--- src/rtl/rob_pkg.sv ---
// Shared reorder-buffer types and default sizing.
package rob_pkg;
    localparam int ROB_DEPTH = 8;
    localparam int TAG_W     = $clog2(ROB_DEPTH);
    localparam int DATA_W    = 32;
    localparam int REG_W     = 5;

    typedef struct packed {
        logic             valid;
        logic             done;
        logic [REG_W-1:0] rd;
        logic [DATA_W-1:0] data;
    } rob_entry_t;
endpackage

--- src/rtl/reorder_buffer.sv ---
// In-order-commit reorder buffer with out-of-order writeback and flush.
// Define ROB_BYPASS_EN to let a head writeback commit in the same cycle.
module reorder_buffer #(
    parameter int DEPTH    = rob_pkg::ROB_DEPTH,
    parameter int DATA_W   = rob_pkg::DATA_W,
    localparam int TAG_BITS = $clog2(DEPTH)
) (
    input  logic                  clk1,
    input  logic                  rst,
    input  logic                  alloc_valid,
    input  logic [4:0]            alloc_rd,
    output logic                  alloc_ready,
    output logic [TAG_BITS-1:0]   alloc_tag,
    input  logic                  wb_valid,
    input  logic [TAG_BITS-1:0]   wb_tag,
    input  logic [DATA_W-1:0]     wb_data,
    output logic                  commit_valid,
    input  logic                  commit_ready,
    output logic [4:0]            commit_rd,
    output logic [DATA_W-1:0]     commit_data,
    output logic [TAG_BITS-1:0]   commit_tag,
    input  logic                  flush,
    output logic [TAG_BITS:0]     count,
    output logic                  full,
    output logic                  empty
);
    import rob_pkg::*;

    logic [DEPTH-1:0]     valid_reg, valid_next;
    logic [DEPTH-1:0]     done_reg, done_next;
    logic [REG_W-1:0]     rd_reg   [DEPTH];
    logic [DATA_W-1:0]    data_reg [DEPTH];
    logic [TAG_BITS-1:0]  head_reg, tail_reg;
    logic [TAG_BITS:0]    count_reg;

    logic alloc_do, commit_do, wb_do;

    assign full        = (count_reg == (TAG_BITS+1)'(DEPTH));
    assign empty       = (count_reg == '0);
    assign count       = count_reg;
    assign alloc_ready = !full;
    assign alloc_tag   = tail_reg;

    assign alloc_do  = alloc_valid && !full;
    // Stale or repeated writebacks fall through here: first result wins.
    assign wb_do     = wb_valid && valid_reg[wb_tag] && !done_reg[wb_tag];
    assign commit_do = commit_valid && commit_ready;

    assign commit_tag = head_reg;
    assign commit_rd  = rd_reg[head_reg];
`ifdef ROB_BYPASS_EN
    assign commit_valid = valid_reg[head_reg] &&
                          (done_reg[head_reg] || (wb_valid && wb_tag == head_reg));
    assign commit_data  = done_reg[head_reg] ? data_reg[head_reg] : wb_data;
`else
    assign commit_valid = valid_reg[head_reg] && done_reg[head_reg];
    assign commit_data  = data_reg[head_reg];
`endif

    // Per-entry next state; alloc and commit never target the same live entry.
    generate
        for (genvar gi = 0; gi < DEPTH; gi++) begin : g_entry
            logic alloc_hit, commit_hit, wb_hit;
            assign alloc_hit  = alloc_do  && (tail_reg == TAG_BITS'(gi));
            assign commit_hit = commit_do && (head_reg == TAG_BITS'(gi));
            assign wb_hit     = wb_do     && (wb_tag   == TAG_BITS'(gi));

            assign valid_next[gi] = flush      ? 1'b0 :
                                    alloc_hit  ? 1'b1 :
                                    commit_hit ? 1'b0 : valid_reg[gi];
            assign done_next[gi]  = flush      ? 1'b0 :
                                    alloc_hit  ? 1'b0 :
                                    commit_hit ? 1'b0 :
                                    wb_hit     ? 1'b1 : done_reg[gi];
        end
    endgenerate

    always_ff @(posedge clk1 or posedge rst) begin
        if (rst) begin
            valid_reg <= '0;
            done_reg  <= '0;
            head_reg  <= '0;
            tail_reg  <= '0;
            count_reg <= '0;
        end else begin
            valid_reg <= valid_next;
            done_reg  <= done_next;
            if (flush) begin
                head_reg  <= '0;
                tail_reg  <= '0;
                count_reg <= '0;
            end else begin
                if (alloc_do)
                    tail_reg <= tail_reg + 1'b1;
                if (commit_do)
                    head_reg <= head_reg + 1'b1;
                case ({alloc_do, commit_do})
                    2'b10:   count_reg <= count_reg + 1'b1;
                    2'b01:   count_reg <= count_reg - 1'b1;
                    default: count_reg <= count_reg;
                endcase
            end
        end
    end

    // Payload storage carries no reset; valid/done decide whether it matters.
    always_ff @(posedge clk1) begin
        if (!flush) begin
            if (alloc_do)
                rd_reg[tail_reg] <= alloc_rd;
            if (wb_do)
                data_reg[wb_tag] <= wb_data;
        end
    end
endmodule
--- config.mk ---
export PLATFORM = sky130hd
export DESIGN_NAME = reorder_buffer
export DESIGN_NICKNAME = d
export VERILOG_FILES = /design/src/rtl/rob_pkg.sv /design/src/rtl/reorder_buffer.sv
export SDC_FILE = /design/constraint.sdc
export NUM_CORES = 1
export LEC_CHECK = 0
export ABC_AREA = 1
export BUFFER_PORTS_ARGS = -buffer_cell sky130_fd_sc_hd__buf_4
export CELL_PAD_IN_SITES_DETAIL_PLACEMENT = 2
export CELL_PAD_IN_SITES_GLOBAL_PLACEMENT = 2
export CORE_AREA = 2 2 185 187
export CTS_BUF_LIST = sky130_fd_sc_hd__clkbuf_2
export CTS_CLUSTER_DIAMETER = 30
export DETAILED_ROUTE_END_ITERATION = 7
export DIE_AREA = 0 0 187 189
export PLACE_DENSITY = 0.75
export REMOVE_ABC_BUFFERS = 1
export SLEW_MARGIN = 20
export SYNTH_ARGS = -nofsm -noshare
export SYNTH_HDL_FRONTEND = slang
export SYNTH_SLANG_ARGS = --single-unit
export TNS_END_PERCENT = 30
--- constraint.sdc ---
create_clock -name clk1 -period 5 [get_ports clk1]
set_clock_uncertainty 0.15 [all_clocks]
set_input_delay 0.75 -clock clk1 [delete_from_list [all_inputs] [get_ports clk1]]
set_output_delay 0.75 -clock clk1 [all_outputs]
set_load 0.02 [all_outputs]
* After elaboration in Yosys (flattened, before gate mapping) *
Memory sizes are Yosys's and may differ from the RTL's.
Index checks and enable logic that the tools add are counted.

storage, ports and cells
  input bits = 46
  word-level logic and storage cells = 181
  bits in registers = 26
  memory bits (writable) = 296
  memories = 2

memories
  name      words  width  read ports  clocked after memory_dff  wr ports  line                  source
  data_reg  8      32     1           0                         1         reorder_buffer.sv:32  logic [DATA_W-1:0] data_reg [DEPTH];
  rd_reg    8      5      1           0                         1         reorder_buffer.sv:31  logic [REG_W-1:0] rd_reg [DEPTH];

operators by class
  multiplexer cells = 76
  equality and inequality tests = 24
  order comparisons = 2
  reductions and logical operators = 54
  add/sub/neg operators = 4

operator list
  kind                 number
  $mux 1               66
  $eq 3x3->1 const B   12
  $reduce_bool 4->1    8
  $logic_and 1x1->1    29
  $reduce_bool 3->1    9
  $eq 3x2->1 const B   6
  $bmux 1 s3           4
  $mux 3               4
  $eq 3x1->1 const B   3
  $logic_not 3->1      3
  $lt 3x4->1 const B   2
  $pmux 4 s2           1
  $add 3x1->3 const B  2
  $add 4x1->4 const B  1
  $eq 4x4->1 const B   1
  $logic_not 4->1      1
  $mux 4               1
  $reduce_bool 2->1    2
  $sub 4x1->4 const B  1
  $eq 2x1->1 const B   1
  $eq 2x2->1 const B   1
  $logic_not 1->1      2

* Longest topological paths before layout *
Gate-level depths: netlist (run 1).

  word-level depth = 9
  depth in mapped cells = 19
  depth with buffers taken out = 17

* Worst setup path before layout (run 1) *
No wires, ideal clock.

  kind = input port to flip-flop
  start = input wb_tag[1]
  end = memory data_reg[4][0], enable pin
  setup time = 0.421 ns
  required time = 4.429 ns
  arrival = 2.751 ns
  setup slack = 1.678 ns
  stages on the path = 6
  path buffers = 0
  path through = nor2_1 inv_1 o22ai_1 nor3_1 nand3_1 nor2_1

between the ends
  longest elaborated chain between the ends = 7
  elaborated cells between the ends (all ways) = 10
  those cells by class = mux: 7; reduce/logical: 3

RTL lines
  item                                                  line                   source
  from (decl)                                           reorder_buffer.sv:15   input logic [TAG_BITS-1:0] wb_tag,
  $bmux 1 s3                                            reorder_buffer.sv:46   assign wb_do = wb_valid && valid_reg[wb_tag] && !done_reg[wb_tag];
  $mux 1 (implied by the code)                          reorder_buffer.sv:46
  $logic_and 1x1->1 or $logic_not 1->1 (tied branches)  reorder_buffer.sv:46
  $logic_and 1x1->1                                     reorder_buffer.sv:46
  $mux 1                                                reorder_buffer.sv:111  if (wb_do)
  $mux 1                                                reorder_buffer.sv:108  if (!flush) begin
  $mux 1 (implied by the code)                          reorder_buffer.sv:112  data_reg[wb_tag] <= wb_data;
  to (decl)                                             reorder_buffer.sv:32

Several ways; a longest one is shown, not always the timed one. The select of a mux whose other input is x is not followed.

* Worst setup path after layout (run 1) *
  start = register head_reg[0], in the netlist commit_tag[0]
  end = output commit_data[9]

between the ends
  longest elaborated chain between the ends = 1

RTL lines
  item                    line                  source
  from (decl)             reorder_buffer.sv:33  logic [TAG_BITS-1:0] head_reg, tail_reg;
  from (signal assigned)  reorder_buffer.sv:96  head_reg <= head_reg + 1'b1;
  $mem_v2 8x32            -
  to (decl)               reorder_buffer.sv:20  output logic [DATA_W-1:0] commit_data,

Every way passes these cells.

==> reports/qor_table.md, run 1 <==
| Result | Reported |
|:---|:---|
| Start point of the critical path | commit_tag[0] |
| Power spent charging and discharging nets | 1.258 mW |
| Die ar. | 0.03534 mm² |
| Cell taking the most area after synthesis | sky130_fd_sc_hd__edfxtp_1 |
| # IOs | 97 |
| Detailed-route vias per instance | 5.313 |
| Quantity of gates resized following cts | 0 |
| CTS sink count | 322 |
| Number of buffer cells added on primary ports | 96 |
| Hold Fails Final Rpt | 0 |
| # Max-Cap Violations | 0 |
| Setup TNS | 0 ns |
| Post-CTS setup repair buffer count | 0 |
| Number of enable flip-flop cells after synthesis | 296 |
| Detailed placer's ending HPWL | 23,280 µm |
| Nets@finish | 1,332 |
| Syn avg cell area | 12.11 µm² |
| Final-layout fill cell count | 3,430 |
| Area fraction in compound gates after synthesis | 0.1021 |
| Post-route ant nets | 0 |
| Maximum net fanout on the critical path | 82 |
| Most common cell in the netlist | sky130_fd_sc_hd__edfxtp_1 |
| Proportion of synthesized flip-flops having asynchronous set or reset | 0.08075 |
| Max Clock Freq | 0.2276 GHz |
| Mapped cell area | 0.01319 mm² |
| Setup WS pre-CTS | 1.626 ns |
| Worst Hold Path EP | valid_reg[7] |
| Placer Congestion | 0.7645 |
| Worst Slack Setup Final | 0.6067 ns |
| WHS Path Cells | 2 |
| Start point of the worst hold path | flush |
| Comb power frac | 0.034 |
| Clock network latency to the later pin of the worst-skew pair | 0.95 ns |
| Count of H-tree levels built during CTS | 3 |
| Area contributors post-synth | sky130_fd_sc_hd__edfxtp_1 67%, sky130_fd_sc_hd__nor2_1 8.1%, sky130_fd_sc_hd__o21ai_0 5.8% |
| CP dominant cell by count | sky130_fd_sc_hd__nor2_1 |
| CORE AREA | 0.03328 mm² |
| Worst slew pin tran | 0.8661 ns |
| Simple logic cell fraction of the synthesized area | 0.1247 |
| Aggregate routed wire length | 39,940 µm |
| Multiplexer share of the synthesized area | 0 |
| Height of the die | 189 µm |
| CP endpoint kind | output pin |
| Data arrival at the endpoint of the critical path | 3.49 ns |
| Startpoint of the worst-slack reg-to-reg timing path | commit_tag[0] |
| Critical setup path kind | flip-flop to output pin |
| Area share of fa/ha/maj cells after synthesis | 0.01480 |
| Fraction of layout instances using a drive strength above 1 | 0.2105 |
| Most used flip-flop cell after synthesis | sky130_fd_sc_hd__edfxtp_1 |
| Utilization of the core after routing | 0.4714 |
| Run status | finished, final reports clean |
| Reported leakage power | 5.844 nW |
| Clk root buf | sky130_fd_sc_hd__clkbuf_2 |
| Global-route wire length before repair | 62,320 µm |
| Number of distinct library cells after synthesis | 32 |
| CTS Buf Count | 87 |
| Critical-path top delay cell | sky130_fd_sc_hd__inv_4 |
| Worst hold slack across all endpoints | 0.1118 ns |
| Synth-to-layout area growth | 18.93% |
| Post-synth top cells | 296 x sky130_fd_sc_hd__edfxtp_1, 286 x sky130_fd_sc_hd__nor2_1, 153 x sky130_fd_sc_hd__o21ai_0 |
| Cells along the critical path | inv_4, buf_12, nor2_1, o22ai_1, nor2_1, a31oi_1, buf_4 |
| Pwr Density | 331.1 mW/mm² |
| Tcrit/Tclk final | 0.8787 |
| Flops & latches, synth | 322 |
| Total count of max-transition violations in the final report | 0 |
| Seq/Total Area, Yosys | 0.7231 |
| Main combinational cell family by area after synthesis | simple AND/OR/NAND/NOR gates |
| Internal power consumption | 3.937 mW |
| Element type at the critical path start | flip-flop |
| Number of optimization iterations in the first detailed-route pass | 5 |
| Share of the synthesized netlist area taken by xor and xnor gates | 0.0006639 |
| Width of the die | 187 µm |
| Switching share of power | 0.2421 |
| All-Layer GR Usage | 0.2303 |
| RSZ-0062 raised after global routing | false |
| Number of DRC violations after detailed routing | 0 |
| Part of the total power dissipated in sequential elements | 0.569 |
| Via count of the first global-routing pass | 10,930 |
| Worst VDD drop | 0.1414 mV |
| Site Rows | 67 |
| Number of antenna violations at the first check in global routing | 2 |
| First DRT Iteration DRCs | 482 |
| Share of the synthesized area in the top cell type | 0.6737 |
| Average wire length per cell after detail routing | 22.37 µm |
| R2r worst-path depth | 16 |
| Global route total overflow | 0 |
| CP Data Required Time | 4.10 ns |
| Worst r2r dst | count[3] |
| Time the worst path needs with I/O delays and setup | 4.393 ns |
| Count of final setup violators | 0 |
| R2R Setup Slk | 1.82 ns |
| Total vias in the final route | 9,484 |
| Warnings from Yosys | 0 |
| Initial standard-cell utilization of the core | 0.3964 |
| Part of the power in the clock network | 0.397 |
| CP max stage delay | 0.61 ns |
| TritonCTS clock tree | yes |
| Max Buffers Root-to-Sink | 3 |
| Number of flip-flops under the largest register name | 256 |
| Maximum number of pins on one net before global-route repair | 83 |
| Number of cells produced by synthesis | 1,089 |
| Clock slew seen by the registers of the worst setup and hold paths | 0.10 ns |
| Hold buffers post-CTS | 39 |
| Type of the most critical hold path | input port to flip-flop |
| Normalized max-slew margin | 0.4212 |
layout make-up:
| cell class | instances | area [µm²] | share of cell area |
|---|---|---|---|
| Clock buffer | 122 | 610.6 | 0.03892 |
| Timing Repair Buffer | 155 | 1299 | 0.08278 |
| Tap cell | 448 | 560.5 | 0.03573 |
| Inverter | 39 | 151.4 | 0.009649 |
| Antenna cell | 2 | 5.005 | 0.0003190 |
| Clock inverter | 31 | 262.8 | 0.01675 |
| Sequential cell | 322 | 9544 | 0.6083 |
| Multi-Input combinational cell | 666 | 3257 | 0.2076 |
power by group through the flow:
stage	Clock, mW	Combinational [mW]	Sequential, mW
2_1_floorplan	0	0.0490	3.02
3_3_place_gp	0	0.142	3.02
3_5_place_dp	0	0.150	3.02
4_1_cts	2.13	0.177	2.96
5_1_grt	2.26	0.192	2.96
6_report	2.06	0.175	2.96
critical path, delay by kind of cell (launching register included):
family / cells / cell delay [ns]
compound gates: 2 / 0.57
buf+inv: 3 / 1.22
flops: 1 / 0.54
simple gates: 2 / 0.21
cell usage in the layout, fill, tap and decap left out, types with 3 or more instances in the layout:
cell,n
sky130_fd_sc_hd__edfxtp_1,296
sky130_fd_sc_hd__nor2_1,278
sky130_fd_sc_hd__o21ai_0,153
sky130_fd_sc_hd__clkbuf_2,122
sky130_fd_sc_hd__buf_4,113
sky130_fd_sc_hd__nand2_1,51
sky130_fd_sc_hd__nand3_1,50
sky130_fd_sc_hd__a31oi_1,43
sky130_fd_sc_hd__o22ai_1,40
sky130_fd_sc_hd__dlygate4sd3_1,39
sky130_fd_sc_hd__inv_1,32
sky130_fd_sc_hd__dfrtp_1,24
sky130_fd_sc_hd__clkinv_1,15
sky130_fd_sc_hd__ha_1,14
sky130_fd_sc_hd__inv_2,8
sky130_fd_sc_hd__nor2_4,8
sky130_fd_sc_hd__clkinv_2,6
sky130_fd_sc_hd__o21ai_1,5
sky130_fd_sc_hd__bufinv_16,5
sky130_fd_sc_hd__nand3_2,4
sky130_fd_sc_hd__a21oi_1,3
sky130_fd_sc_hd__buf_12,3
through the flow:
step,instances,power (mW),area (µm²)
after floorplan,1027,3.070,12890
after global placement,1591,3.161,14420
after detailed placement,1591,3.169,14420
after CTS,1783,5.263,15690
after global routing,1785,5.411,15690
final,1785,5.195,15690
layer usage:
metal	vias to the layer above	wire length, µm	GRT usage
met3	51	1561	0.04208
met2	212	21110	0.4199
met5	-	0	0
met4	0	714	0.08181
met1	4897	16540	0.2724
li1	4324	-	-
how the worst max path moves through the flow:
stage                           to
global placement    data_reg[2][4]
global route        commit_data[9]
CTS                 commit_data[9]
detailed placement  commit_data[9]
floorplan                 count[3]
finish              commit_data[9]
kinds of logic after synthesis:
kind of cell,Yosys count
buffers and inverters,101
AO/OA/AOI/OAI,247
XOR/XNOR,1
adder cells (fa/ha/maj),15
AND/OR/NAND/NOR,403
flip-flops,322
No activity file was read; power rests on OpenSTA's default activity.
==> inputs of run 2 (changes only) <==
RECOVER_POWER = 100   (was default)
==> run 2 against run 1 <==
The flow now finishes with violations (max-capacitance violations, max-slew violations). Routed wire length decreased by 0.23%. Sequential share of layout area increased by 1.8 points. Total power decreased by 0.43%. Cell area decreased by 2.9%. Critical path depth unchanged.
==> reports/qor_table.md, run 2 (synthesized netlist as in run 1, its figures left out) <==
| Result | Reported | Change |
|:---|:---|:---|
| Worst Slack Setup Final | 0.4967 ns | was 0.6067 ns |
| Reported leakage power | 5.473 nW | was 5.844 nW |
| Critical-path top delay cell | sky130_fd_sc_hd__buf_4 | was sky130_fd_sc_hd__inv_4 |
| Data arrival at the endpoint of the critical path | 3.60 ns | was 3.49 ns |
| WHS Path Cells | 2 | unchanged |
| # Max-Cap Violations | 8 | was 0 |
| Tcrit/Tclk final | 0.9007 | was 0.8787 |
| R2r worst-path depth | 6 | was 16 |
| Final-layout fill cell count | 3,508 | was 3,430 |
| CP Data Required Time | 4.10 ns | about the same |
| Hold Fails Final Rpt | 0 | unchanged |
| Detailed placer's ending HPWL | 23,280 µm | unchanged |
| CTS sink count | 322 | unchanged |
| Placer Congestion | 0.7645 | unchanged |
| Average wire length per cell after detail routing | 22.32 µm | was 22.37 µm |
| TritonCTS clock tree | yes | unchanged |
| Leading cell types in the layout, fill and taps excluded | 296 x sky130_fd_sc_hd__edfxtp_1, 287 x sky130_fd_sc_hd__nor2_1, 155 x sky130_fd_sc_hd__o21ai_0, 123 x sky130_fd_sc_hd__clkbuf_2, 94 x sky130_fd_sc_hd__clkbuf_1 | was 296 x sky130_fd_sc_hd__edfxtp_1, 278 x sky130_fd_sc_hd__nor2_1, 153 x sky130_fd_sc_hd__o21ai_0, 122 x sky130_fd_sc_hd__clkbuf_2, 113 x sky130_fd_sc_hd__buf_4 |
| Count of final setup violators | 0 | unchanged |
| Site Rows | 67 | unchanged |
| Number of DRC violations after detailed routing | 0 | unchanged |
| Initial standard-cell utilization of the core | 0.3964 | unchanged |
| Element type at the critical path start | flip-flop | unchanged |
| Number of buffer cells added on primary ports | 96 | unchanged |
| Quantity of gates resized following cts | 0 | unchanged |
| Type of the most critical hold path | input port to flip-flop | unchanged |
| Pwr Density | 339.5 mW/mm² | was 331.1 mW/mm² |
| Run status | finished with violations | was finished, final reports clean |
| Final standard cell count with taps included and fillers excluded | 1,785 | unchanged |
| Worst slew pin tran | 2.511 ns | was 0.8661 ns |
| Post-route ant nets | 0 | unchanged |
| Hold buffers post-CTS | 39 | unchanged |
| CP max stage delay | 0.64 ns | was 0.61 ns |
| Width of the die | 187 µm | unchanged |
| Synth-to-layout area growth | 15.52% | was 18.93% |
| Global-route wire length before repair | 62,320 µm | unchanged |
| # IOs | 97 | unchanged |
| Cells along the critical path | buf_4, buf_4, o21ai_0, o22ai_1, nor2_1, a31oi_1, clkbuf_1 | was inv_4, buf_12, nor2_1, o22ai_1, nor2_1, a31oi_1, buf_4 |
| Height of the die | 189 µm | unchanged |
| Count of H-tree levels built during CTS | 3 | unchanged |
| Critical setup path kind | flip-flop to output pin | unchanged |
| Nets@finish | 1,332 | unchanged |
| Number of antenna violations at the first check in global routing | 2 | unchanged |
| Violations in the final reports | max-capacitance violations, max-slew violations |  |
| First DRT Iteration DRCs | 493 | was 482 |
| Maximum number of pins on one net before global-route repair | 83 | unchanged |
| Total vias in the final route | 9,458 | was 9,484 |
| Die ar. | 0.03534 mm² | unchanged |
| CTS Buf Count | 87 | unchanged |
| Via count of the first global-routing pass | 10,930 | unchanged |
| Max Buffers Root-to-Sink | 3 | unchanged |
| Worst VDD drop | 0.1410 mV | was 0.1414 mV |
| Setup TNS | 0 ns | unchanged |
| Number of optimization iterations in the first detailed-route pass | 4 | was 5 |
| Maximum net fanout on the critical path | 56 | was 82 |
| Post-CTS setup repair buffer count | 0 | unchanged |
| Clk root buf | sky130_fd_sc_hd__clkbuf_2 | unchanged |
| CORE AREA | 0.03328 mm² | unchanged |
| Total count of max-transition violations in the final report | 151 | was 0 |
| Aggregate routed wire length | 39,840 µm | was 39,940 µm |
| Max Clock Freq | 0.2221 GHz | was 0.2276 GHz |
| # placed instances | 1,591 | unchanged |
| Clock slew seen by the registers of the worst setup and hold paths | 0.09 ns | was 0.10 ns |
| Normalized max-slew margin | -0.6803 | was 0.4212 |
| CP endpoint kind | output pin | unchanged |
| CP dominant cell by count | sky130_fd_sc_hd__buf_4 | was sky130_fd_sc_hd__nor2_1 |
| Setup WS pre-CTS | 1.626 ns | unchanged |
| Clock network latency to the later pin of the worst-skew pair | 0.96 ns | was 0.95 ns |
| Detailed-route vias per instance | 5.299 | was 5.313 |
| Number of flip-flops under the largest register name | 256 | unchanged |
| RSZ-0062 raised after global routing | false | unchanged |
| Time the worst path needs with I/O delays and setup | 4.503 ns | was 4.393 ns |
| All-Layer GR Usage | 0.2303 | unchanged |
| Most frequent standard cell in the layout excluding fill and tap cells | sky130_fd_sc_hd__edfxtp_1 | unchanged |
| Fraction of layout instances using a drive strength above 1 | 0.1288 | was 0.2105 |
| Global route total overflow | 0 | unchanged |
run 2: cell types whose count changed in the layout (fill, tap and decap cells not counted), moves of 2 or more:
cell                       previous run  this run
sky130_fd_sc_hd__buf_4              113        17
sky130_fd_sc_hd__clkbuf_1             0        94
sky130_fd_sc_hd__nor2_1             278       287
sky130_fd_sc_hd__nor2_4               8         0
sky130_fd_sc_hd__nand2_1             51        54
sky130_fd_sc_hd__nand2_4              2         0
sky130_fd_sc_hd__o21ai_0            153       155
sky130_fd_sc_hd__o21ai_1              5         3
run 2: final cells by class:
| class | instances | area [µm²] | share of cell area |
|---|---|---|---|
| repair buffers | 155 | 943.4 | 0.06190 |
| clock inverters | 31 | 262.8 | 0.01724 |
| well taps | 448 | 560.5 | 0.03678 |
| flip-flops and latches | 322 | 9540 | 0.6260 |
| inverters | 39 | 150.1 | 0.009852 |
| multi-input cells | 666 | 3167 | 0.2078 |
| diodes | 2 | 5.005 | 0.0003284 |
| clock buffers | 122 | 610.6 | 0.04007 |
run 2: metrics by stage:
step / total power [mW] / utilization / hold WS (ns) / cell area (µm²)
6_report: 5.173 / 0.4579 / 0.06004 / 15240
5_1_grt: 5.389 / 0.4579 / 0.001207 / 15240
4_1_cts: 5.263 / 0.4713 / 0.009966 / 15690
3_5_place_dp: 3.169 / 0.4333 / 0.4083 / 14420
3_3_place_gp: 3.161 / 0.4333 / 0.3894 / 14420
2_1_floorplan: 3.070 / - / 0.3407 / 12890
run 2: final timing paths:
check | startpoint | to | slack (ns)
min in group asynchronous | rst | done_reg[5] | 0.75
max in group asynchronous | rst | commit_tag[1] | 2.91
worst min-delay path | flush | valid_reg[3] | 0.06
worst max-delay path | commit_tag[1] | commit_data[9] | 0.50
worst max register to register | done_reg[3] | data_reg[2][28] | 0.59
worst min register to register | valid_reg[6] | valid_reg[6] | 0.42
run 2: per-layer routing:
metal  track usage  wire length (µm)
met3       0.04208              1419
met1        0.2724             16710
met4       0.08181               732
met2        0.4199             20980
met5             0                 0
run 2: report_power, final:
group	internal, mW	switching (mW)	total [mW]
Clock	0.921	1.14	2.06
Sequential	2.95	0.0101	2.96
Combinational	0.0494	0.103	0.153
Total	3.92	1.25	5.17
run 2: critical path: cells and delay by family, from the launching register on:
kind                   cells  cell delay, ns
buffers and inverters      3            1.23
AND/OR/NAND/NOR            1            0.10
AO/OA/AOI/OAI              3            0.91
flip-flops                 1            0.37
